[src/rtl/spi_xfer_pkg.sv]
// Shared state encoding and parameter defaults for the SPI transfer controller.
package spi_xfer_pkg;

  localparam int unsigned SPI_XFER_DEPTH_DEF   = 4;
  localparam int unsigned SPI_XFER_TIMEOUT_DEF = 256;
  localparam int unsigned SPI_XFER_BYTE_W      = 8;

  typedef enum logic [1:0] {
    IDLE   = 2'd0,
    LAUNCH = 2'd1,
    WAIT   = 2'd2
  } spi_xfer_state_e;

endpackage

[src/rtl/sync_fifo.sv]
// Single-clock FIFO with occupancy count; a pop and a push in one cycle both succeed.
module sync_fifo #(
  parameter int unsigned WIDTH = 8,
  parameter int unsigned DEPTH = 4
) (
  input  logic                     clk,
  input  logic                     rst_n,
  input  logic                     push,
  input  logic [WIDTH-1:0]         push_data,
  input  logic                     pop,
  output logic [WIDTH-1:0]         pop_data,
  output logic                     full,
  output logic                     empty,
  output logic [$clog2(DEPTH):0]   count
);

  localparam int unsigned AW = $clog2(DEPTH);
  localparam int unsigned CW = AW + 1;

  logic [WIDTH-1:0] mem_q [DEPTH];
  logic [AW-1:0]    wr_ptr_q, wr_ptr_d;
  logic [AW-1:0]    rd_ptr_q, rd_ptr_d;
  logic [CW-1:0]    count_q, count_d;
  logic             do_push, do_pop;

  assign empty    = (count_q == '0);
  assign full     = (count_q == CW'(DEPTH));
  assign count    = count_q;
  assign pop_data = mem_q[rd_ptr_q];

  // A full FIFO still accepts a push when the head leaves in the same cycle.
  assign do_pop  = pop && !empty;
  assign do_push = push && (!full || do_pop);

  always_comb begin
    wr_ptr_d = wr_ptr_q;
    rd_ptr_d = rd_ptr_q;
    if (do_push) wr_ptr_d = wr_ptr_q + AW'(1);
    if (do_pop)  rd_ptr_d = rd_ptr_q + AW'(1);
    count_d = count_q + CW'(do_push) - CW'(do_pop);
  end

  always_ff @(posedge clk or negedge rst_n) begin
    if (!rst_n) begin
      wr_ptr_q <= '0;
      rd_ptr_q <= '0;
      count_q  <= '0;
      for (int i = 0; i < int'(DEPTH); i++) mem_q[i] <= '0;
    end else begin
      wr_ptr_q <= wr_ptr_d;
      rd_ptr_q <= rd_ptr_d;
      count_q  <= count_d;
      if (do_push) mem_q[wr_ptr_q] <= push_data;
    end
  end

endmodule

[src/rtl/spi_xfer_ctrl.sv]
// Byte-stream front end for an SPI master: TX/RX FIFOs plus a launch/wait sequencer.
// Optional WAIT-state abort timer enabled by defining SPI_XFER_TIMEOUT_EN.
module spi_xfer_ctrl
  import spi_xfer_pkg::*;
#(
  parameter int unsigned DEPTH   = SPI_XFER_DEPTH_DEF,
  parameter int unsigned TIMEOUT = SPI_XFER_TIMEOUT_DEF
) (
  input  logic                        clk,
  input  logic                        rst_n,
  input  logic                        s_valid,
  input  logic [SPI_XFER_BYTE_W-1:0]  s_data,
  output logic                        s_ready,
  output logic                        m_valid,
  output logic [SPI_XFER_BYTE_W-1:0]  m_data,
  input  logic                        m_ready,
  output logic                        spi_start,
  output logic [SPI_XFER_BYTE_W-1:0]  spi_tx_data,
  input  logic                        spi_busy,
  input  logic                        spi_done,
  input  logic [SPI_XFER_BYTE_W-1:0]  spi_rx_data,
  output logic [$clog2(DEPTH):0]      tx_count,
  output logic [$clog2(DEPTH):0]      rx_count,
  output logic                        idle,
  output logic                        timeout_err
);

  localparam int unsigned BW = SPI_XFER_BYTE_W;

  spi_xfer_state_e state_q, state_d;
  logic            start_q, start_d;
  logic [BW-1:0]   tx_data_q, tx_data_d;

  logic          tx_full, tx_empty, tx_pop;
  logic [BW-1:0] tx_head;
  logic          rx_full, rx_empty, rx_push;
  logic [BW-1:0] rx_push_data;
  logic          tmo_hit;

  sync_fifo #(.WIDTH(BW), .DEPTH(DEPTH)) u_tx_fifo (
    .clk       (clk),
    .rst_n     (rst_n),
    .push      (s_valid && !tx_full),
    .push_data (s_data),
    .pop       (tx_pop),
    .pop_data  (tx_head),
    .full      (tx_full),
    .empty     (tx_empty),
    .count     (tx_count)
  );

  sync_fifo #(.WIDTH(BW), .DEPTH(DEPTH)) u_rx_fifo (
    .clk       (clk),
    .rst_n     (rst_n),
    .push      (rx_push),
    .push_data (rx_push_data),
    .pop       (m_ready && !rx_empty),
    .pop_data  (m_data),
    .full      (rx_full),
    .empty     (rx_empty),
    .count     (rx_count)
  );

  assign s_ready     = !tx_full;
  assign m_valid     = !rx_empty;
  assign idle        = (state_q == IDLE) && tx_empty;
  assign spi_start   = start_q;
  assign spi_tx_data = tx_data_q;

`ifdef SPI_XFER_TIMEOUT_EN
  localparam int unsigned TW = $clog2(TIMEOUT + 1);

  logic [TW-1:0] tmo_cnt_q, tmo_cnt_d;
  logic          tmo_err_q, tmo_err_d;

  // Counter restarts on every entry to WAIT; fires on the TIMEOUT-th WAIT cycle without done.
  assign tmo_hit     = (state_q == WAIT) && !spi_done && (tmo_cnt_q == TW'(TIMEOUT - 1));
  assign tmo_cnt_d   = (state_q == WAIT) ? tmo_cnt_q + TW'(1) : '0;
  assign tmo_err_d   = tmo_err_q || tmo_hit;
  assign timeout_err = tmo_err_q;

  always_ff @(posedge clk or negedge rst_n) begin
    if (!rst_n) begin
      tmo_cnt_q <= '0;
      tmo_err_q <= 1'b0;
    end else begin
      tmo_cnt_q <= tmo_cnt_d;
      tmo_err_q <= tmo_err_d;
    end
  end
`else
  logic unused_timeout;

  assign tmo_hit        = 1'b0;
  assign timeout_err    = 1'b0;
  assign unused_timeout = ^32'(TIMEOUT);
`endif

  // Launch only when the returning byte is guaranteed an RX slot.
  always_comb begin
    state_d      = state_q;
    start_d      = 1'b0;
    tx_data_d    = tx_data_q;
    tx_pop       = 1'b0;
    rx_push      = 1'b0;
    rx_push_data = spi_rx_data;
    unique case (state_q)
      IDLE: begin
        if (!tx_empty && !rx_full && !spi_busy) begin
          state_d   = LAUNCH;
          start_d   = 1'b1;
          tx_data_d = tx_head;
        end
      end
      LAUNCH: begin
        tx_pop  = 1'b1;
        state_d = WAIT;
      end
      WAIT: begin
        if (spi_done) begin
          rx_push = 1'b1;
          state_d = IDLE;
        end else if (tmo_hit) begin
          rx_push      = 1'b1;
          rx_push_data = 8'hFF;
          state_d      = IDLE;
        end
      end
      default: state_d = IDLE;
    endcase
  end

  always_ff @(posedge clk or negedge rst_n) begin
    if (!rst_n) begin
      state_q   <= IDLE;
      start_q   <= 1'b0;
      tx_data_q <= '0;
    end else begin
      state_q   <= state_d;
      start_q   <= start_d;
      tx_data_q <= tx_data_d;
    end
  end

endmodule

[config.mk]
export PLATFORM = sky130hd
export DESIGN_NAME = spi_xfer_ctrl
export DESIGN_NICKNAME = d
export VERILOG_FILES = /design/src/rtl/spi_xfer_pkg.sv /design/src/rtl/sync_fifo.sv /design/src/rtl/spi_xfer_ctrl.sv
export SDC_FILE = /design/constraint.sdc
export NUM_CORES = 1
export LEC_CHECK = 0
export ABC_AREA = 1
export ABC_CLOCK_PERIOD_IN_PS = 2800
export CELL_PAD_IN_SITES_DETAIL_PLACEMENT = 1
export CELL_PAD_IN_SITES_GLOBAL_PLACEMENT = 1
export CORE_MARGIN = 3
export CORE_UTILIZATION = 50
export CTS_CLUSTER_DIAMETER = 100
export CTS_CLUSTER_SIZE = 14
export DETAILED_ROUTE_END_ITERATION = 10
export DONT_BUFFER_PORTS = 1
export GPL_TIMING_DRIVEN = 0
export PLACE_DENSITY = 0.79
export SYNTH_ARGS = -nofsm -noshare
export SYNTH_HDL_FRONTEND = slang
export SYNTH_SLANG_ARGS = --single-unit
[constraint.sdc]
create_clock -name clk -period 2.8 [get_ports clk]
set_input_delay 0.56 -clock clk [delete_from_list [all_inputs] [get_ports clk]]
set_output_delay 0.56 -clock clk [all_outputs]
set_load 0.01 [all_outputs]
==> results of run 1 <==
## final cells by class
cell class,instances,area share [%]
flip-flops and latches,89,45.5
repair buffers,1,0.562
plain buffers,22,3.02
inverters,65,4.98
clock buffers,10,2.61
clock inverters,5,1.66
multi-input cells,347,38.9
well taps,108,2.76
## metal layers
metal  routed length (µm)  share of wire, %  global-route usage, %  vias to the layer above
met3                  659               5.7                   5.95                       11
met5                    0                 0                      0                        -
met2                 5360                47                   37.6                       81
met4                  101              0.88                   5.11                        0
met1                 5390                47                   34.6                     1748
li1                     -                 -                      -                     1695
## kinds of logic (layout without fill, tap and decap cells)
kind of cell    count (synthesis)  in the layout
simple gates                  264            264
flops                          89             89
buf+inv                        87            103
compound gates                 61             61
fa+ha+maj                      13             13
xor+xnor                        8              8
other cells                     1              1
## registers in the layout (all words and copies together) (netlist names)
register and flops:
state_q 2, u_rx_fifo.wr_ptr_q 2, u_tx_fifo.wr_ptr_q 2, u_tx_fifo.rd_ptr_q 2
u_rx_fifo.mem_q 32, u_tx_fifo.count 3, u_rx_fifo.count 3, u_rx_fifo.rd_ptr_q 2
u_tx_fifo.mem_q 32, spi_tx_data 8, spi_start 1
## critical path: stages (launching register included)
cell,delay [ns]
dfrtp_1,0.36
buf_2,0.17
inv_1,0.19
buf_4,0.23
nor2_1,0.08
o22ai_1,0.34
## synthesized netlist by cell type (6+ instances only)
master	count
nor2_1	20
nand3_1	19
nand4_1	32
o21ai_2	26
o22ai_1	8
o21ai_0	20
dfrtp_1	89
buf_2	7
buf_4	7
o21ai_1	6
ha_1	11
inv_1	62
nand2_1	178
nand3_4	6
## how the worst min path moves through the flow
stage	startpoint	to	slack, ns	cells after the start
floorplan	rst_n	spi_start$_DFF_PN0_	0.26	0
global placement	rst_n	u_tx_fifo.mem_q[22]$_DFFE_PN0P_	0.27	0
detailed placement	rst_n	u_tx_fifo.mem_q[22]$_DFFE_PN0P_	0.27	0
CTS	rst_n	u_tx_fifo.mem_q[22]$_DFFE_PN0P_	0.13	1
global route	rst_n	u_tx_fifo.mem_q[14]$_DFFE_PN0P_	0.11	1
finish	rst_n	u_tx_fifo.mem_q[22]$_DFFE_PN0P_	0.11	1
## power groups by stage
stage	Sequential [W]	Combinational, W	Clock (W)
2_1_floorplan	0.00220	0.00195	0
3_3_place_gp	0.00229	0.00240	0
3_5_place_dp	0.00233	0.00252	0
4_1_cts	0.00231	0.00258	0.000977
5_1_grt	0.00238	0.00293	0.00103
6_report	0.00230	0.00255	0.000966
## layout by cell type (no fill, tap or decap), drive strengths merged
cell type,netlist,final
buf,18,19
bufinv,0,2
clkbuf,4,14
clkinv,0,2
clkinvlp,0,1
conb,1,1
dfrtp,89,89
fa,2,2
ha,11,11
inv,65,65
nand2,179,179
nand3,30,30
nand4,32,32
nor2,23,23
o21ai,52,52
o21bai,1,1
o22ai,8,8
xnor2,3,3
xor2,5,5
## per-stage QoR
| stage | setup slack (ns) | cells |
|---|---|---|
| 6_report | 0.519 | 647 |
| 5_1_grt | 0.365 | 647 |
| 4_1_cts | 0.512 | 647 |
| 3_5_place_dp | 0.532 | 631 |
| 3_3_place_gp | 0.578 | 631 |
| 2_1_floorplan | 0.743 | 523 |
==> out/metrics.cfg, run 1 <==
[run_status]
status = finished, final reports clean

[final_layout]
ff_latch_area_um2 = 2230
fin_nets = 570
antenna_cells = 0
fin_util_pct = 55.9
drive_above_1_share_pct = 14.3
syn_to_final_growth_pct = 8.22
final_area_um2 = 4890
multi_input_area_um2 = 1900
fillCellCount = 1075

[global_routing]
gr-total-overflow = 0
antenna_found_initial = 0
grt_pass1_vias = 3782
grt_usage_pct = 24.2
grt_pass1_wl_um = 19200
grt_max_degree = 90

[floorplanning]
initial_core_util_pct = 51.6
rows = 34
boundaryPins = 49
core_um2 = 8760
die_h_um = 101
die_area_um2 = 10200
die_w_um = 101

[logic_synthesis]
syn_area_um2 = 4520
yosys.area_share.simple_pct = 27.4
synth_top_family_by_area = simple AND/OR/NAND/NOR gates
synthArstFlopShare_pct = 100
synth_ff_type = dfrtp_1
yosysWarnings = 0
synthTopCellsByArea = dfrtp_1 49%, nand2_1 15%, inv_1 5.1%
avgSynthCellArea_um2 = 8.65
ys_types = 27
synth_edf_count = 0
synth_cells = 523
synth-compound-area-share_pct = 9.18
synth-seq-cells = 89
yosysSeqAreaShare_pct = 49.2
synth_top_cell_area_share_pct = 49.2
syn-num-nets = 558
netlist.top_cell.by_area = dfrtp_1
synthAdderAreaFrac_pct = 3.93
synth_xor_area_share_pct = 1.55
muxShareOfSynthArea_pct = 0

[worst_setup_path]
critical_path_class = register to output port
regToRegEndpoint = u_rx_fifo.count[2]$_DFF_PN0_
start_kind = register
r2r_cells = 9
cp-startpoint = u_rx_fifo.rd_ptr_q[0]$_DFFE_PN0P_
worstReg2RegStart = u_rx_fifo.count[1]$_DFF_PN0_
endpoint = m_data[3]
cp_max_fo = 10
regToRegSetupSlack_ns = 0.53
worst_ep_required_time_ns = 2.24
cp-end-kind = output port
cp_data_arrival_time_ns = 1.72

[timing]
rsz0062_at_grt = no
fin_setup_tns_ns = 0
fin_hold_ws_ns = 0.106
period_needed_ns = 2.28
min_period_over_period_pct = 81.5
fmax_ghz = 0.438
slew_violations = 0
maxSlewHeadroom_pct = 65.5
setup_viol = 0
tightest_slew_ns = 0.517
hold_viol_final = 0
finalClockSkew_ns = 0.0135

[drt]
drc_errors = 0
drt_iter0_drc = 150
via_per_inst = 5.46
drt_pass1_iterations = 4
vias = 3535
wl_um = 11500
wl_per_cell_um = 17.8
ant_nets = 0

[clock_tree]
worstSkewPairLatency_ns = 0.36
clk_pin_slew_worst_paths_ns = 0.09
cts.sinks = 89
cts_tree = done
cts-root-buf = clkbuf_8
cts_made_buffers = 9
cts_buffer_depth = 2
cts.htree.levels = 3
hold_buffers = 1
post_cts.repair.setup_buffers = 0
ctsResizeCount = 0

[power_and_ir_drop]
ir_drop_mv = 0.524
power_density_nw_per_um2 = 1190
switching_share_pct = 44.4
power_frac_seq_pct = 39.6
switchingPower_w = 0.00258
report.power.total_w = 0.00582
p_comb_share_pct = 43.8
p_int_w = 0.00324
p_leak_nw = 2.55
clock_power_share_pct = 16.6

[placement]
gp_congestion = 0.875
hpwl_um = 8190
dpl_cell_area_um2 = 4660
portBuffers = 0

[min_path]
hp-class = primary input to async pin

[run]
max-cap-violations = 0

No activity file was read; power rests on OpenSTA's default activity.
==> inputs of run 2 (changes only) <==
--- a/config.mk
+++ b/config.mk
@@ -6,17 +6,17 @@
 export NUM_CORES = 1
 export LEC_CHECK = 0
 export ABC_AREA = 1
-export ABC_CLOCK_PERIOD_IN_PS = 2800
+export ABC_CLOCK_PERIOD_IN_PS = 2180
 export CELL_PAD_IN_SITES_DETAIL_PLACEMENT = 1
 export CELL_PAD_IN_SITES_GLOBAL_PLACEMENT = 1
 export CORE_MARGIN = 3
-export CORE_UTILIZATION = 50
+export CORE_UTILIZATION = 48
 export CTS_CLUSTER_DIAMETER = 100
 export CTS_CLUSTER_SIZE = 14
 export DETAILED_ROUTE_END_ITERATION = 10
 export DONT_BUFFER_PORTS = 1
 export GPL_TIMING_DRIVEN = 0
-export PLACE_DENSITY = 0.79
+export PLACE_DENSITY = 0.76
 export SYNTH_ARGS = -nofsm -noshare
 export SYNTH_HDL_FRONTEND = slang
 export SYNTH_SLANG_ARGS = --single-unit
==> constraint.sdc (replaced) <==
create_clock -name clk -period 2.18 [get_ports clk]
set_input_delay 0.436 -clock clk [delete_from_list [all_inputs] [get_ports clk]]
set_output_delay 0.436 -clock clk [all_outputs]
set_load 0.01 [all_outputs]
==> run 2 against run 1 <==
Net effect: the flow now finishes with violations (hold timing); global-route usage fell by 0.92 points; clock skew fell by 0.0044 ns; worst hold slack worse by 0.33 ns; first-iteration DRC count rose by 13%; cell count unchanged; combinational power up 31%; sequential power increased by 29%; critical path depth unchanged; design area is 0.66% higher; largest power group unchanged.
==> out/metrics.cfg, run 2 (same netlist as run 1, synthesis figures left out) <==
[clock_tree]
worstSkewPairLatency_ns = 0.35  ; about the same
clk_pin_slew_worst_paths_ns = 0.09  ; about the same
cts_buffer_depth = 2  ; unchanged
cts.htree.levels = 3  ; unchanged
cts_tree = done
cts-root-buf = clkbuf_8
cts.sinks = 89  ; unchanged
cts_made_buffers = 9  ; unchanged

[power_and_ir_drop]
ir_drop_mv = 0.761  ; +45%
power_density_nw_per_um2 = 1530  ; +29%
p_leak_nw = 2.56  ; +0.22%

[global_routing]
antenna_found_initial = 0  ; unchanged
gr-total-overflow = 0  ; unchanged
grt_pass1_vias = 3715  ; -1.8%
grt_usage_pct = 23.3  ; -0.92 points
grt_max_degree = 90  ; unchanged
grt_pass1_wl_um = 19000  ; -1.4%

[final_layout]
multi_input_area_um2 = 1950  ; +2.3%
fin_cells = 647  ; unchanged
fin_nets = 570  ; unchanged
final_area_um2 = 4930  ; +0.66%
ff_latch_area_um2 = 2230  ; about the same
syn_to_final_growth_pct = 8.94
antenna_cells = 0  ; unchanged
fillCellCount = 1074  ; -0.093%
mostFrequentLayoutCell = nand2_1
drive_above_1_share_pct = 16.0  ; +1.7 points
final_cell_mix = 176 x nand2_1, 88 x dfrtp_1, 61 x inv_1

[timing]
period_needed_ns = 2.08
slew_violations = 0  ; unchanged
rsz0062_at_grt = yes
maxSlewHeadroom_pct = 65.3  ; -0.29 points
setup_viol = 0  ; unchanged
finalClockSkew_ns = 0.00908  ; -0.00437 ns
min_period_over_period_pct = 95.5
fin_hold_ws_ns = -0.228  ; -0.334 ns
tightest_slew_ns = 0.521  ; +0.00442 ns
hold_viol_final = 89  ; +89
fmax_ghz = 0.480

[drt]
drt_pass1_iterations = 5  ; +1
ant_nets = 0  ; unchanged
drt_iter0_drc = 169  ; +13%
wl_per_cell_um = 17.9  ; +0.33%
drc_errors = 0  ; unchanged
wl_um = 11600  ; +0.33%
via_per_inst = 5.50  ; +0.65%
vias = 3558  ; +0.65%

[worst_setup_path]
cp_max_fo = 10  ; unchanged
cp-end-kind = output port
cp_data_arrival_time_ns = 1.65  ; -0.07 ns
worst_ep_required_time_ns = 1.74  ; -0.50 ns
start_kind = register
regToRegSetupSlack_ns = 0.1  ; -0.43 ns
critical_path_class = register to output port
worstReg2RegStart = u_rx_fifo.count[1]$_DFF_PN0_
r2r_cells = 9  ; unchanged
regToRegEndpoint = u_rx_fifo.count[2]$_DFF_PN0_

[placement]
portBuffers = 0  ; unchanged
gp_congestion = 0.797  ; -8.9%
place_inst = 631  ; unchanged
dpl_cell_area_um2 = 4660  ; unchanged
hpwl_um = 8210  ; +0.19%

[run_status]
status = finished, violations left
failed_checks = hold timing

[floorplanning]
die_w_um = 103  ; +1.9%
core_um2 = 8930  ; +1.9%
boundaryPins = 49  ; unchanged
rows = 34  ; unchanged
die_h_um = 103  ; +1.9%
initial_core_util_pct = 50.6  ; -0.98 points
die_area_um2 = 10600  ; +3.9%

[run]
max-cap-violations = 0  ; unchanged

[min_path]
hp-class = primary input to async pin

-- run 2: what timing repair did --
| item | 4_1_cts | 5_1_grt |
|---|---|---|
| setup buffers | 0 | 1 |
| hold endpoints to repair | 89 | 89 |
| gates resized for setup | 7 | 5 |
| endpoints found under the setup margin | 5 | 9 |
| gates cloned | 0 | 0 |
| pin swaps | 0 | 0 |
-- run 2: power breakdown --
part	switching, W	internal [W]	leakage, nW	total (W)
Clock	0.000561	0.000671	0.106	0.00123
Sequential	0.000568	0.00240	1.12	0.00297
Combinational	0.00218	0.00117	1.33	0.00335
-- run 2: critical path, cell delays in order, from the launching register on --
cell	delay, ns
dfrtp_1	0.38
clkbuf_4	0.19
clkinvlp_4	0.14
buf_4	0.22
nor2_1	0.07
o22ai_1	0.30
-- run 2: worst max path at each step --
stage	from	slack, ns	to	cells past startpoint
floorplan	u_rx_fifo.count[1]$_DFF_PN0_	0.12	u_rx_fifo.count[2]$_DFF_PN0_	9
global placement	u_rx_fifo.count[1]$_DFF_PN0_	-0.02	u_rx_fifo.count[2]$_DFF_PN0_	9
detailed placement	u_rx_fifo.count[1]$_DFF_PN0_	-0.07	u_rx_fifo.count[2]$_DFF_PN0_	9
CTS	u_rx_fifo.rd_ptr_q[0]$_DFFE_PN0P_	0.004	m_data[6]	5
global route	u_rx_fifo.count[1]$_DFF_PN0_	-0.05	u_rx_fifo.count[2]$_DFF_PN0_	9
finish	u_rx_fifo.rd_ptr_q[0]$_DFFE_PN0P_	0.1	m_data[7]	5
-- run 2: layer usage --
metal	up-vias	wire length (µm)	GRT usage (%)
met5	-	0	0
met4	0	157	5.78
met3	14	870	6.50
met2	102	5380	36.6
met1	1746	5140	32.0
li1	1696	-	-
-- run 2: final cells by class --
class,count,area share (%)
buffer,22,3.05
clock inverter,3,1.32
tap,108,2.74
sequential,89,45.2
inverter,65,5.03
timing repair buffer,1,0.152
clock buffer,12,2.95
multi-input combinational,347,39.5
-- run 2: per-stage QoR --
step           power [W]  setup TNS [ns]  hold WS (ns)  setup slack [ns]  utilization [%]
2_1_floorplan    0.00533               0         0.140             0.123                -
3_3_place_gp     0.00603         -0.0222         0.143           -0.0222             52.1
3_5_place_dp     0.00622         -0.0734         0.143           -0.0734             52.1
4_1_cts          0.00758               0        -0.251           0.00401             54.9
5_1_grt          0.00824         -0.0472        -0.262           -0.0472             55.2
6_report         0.00755               0        -0.228            0.0980             55.2
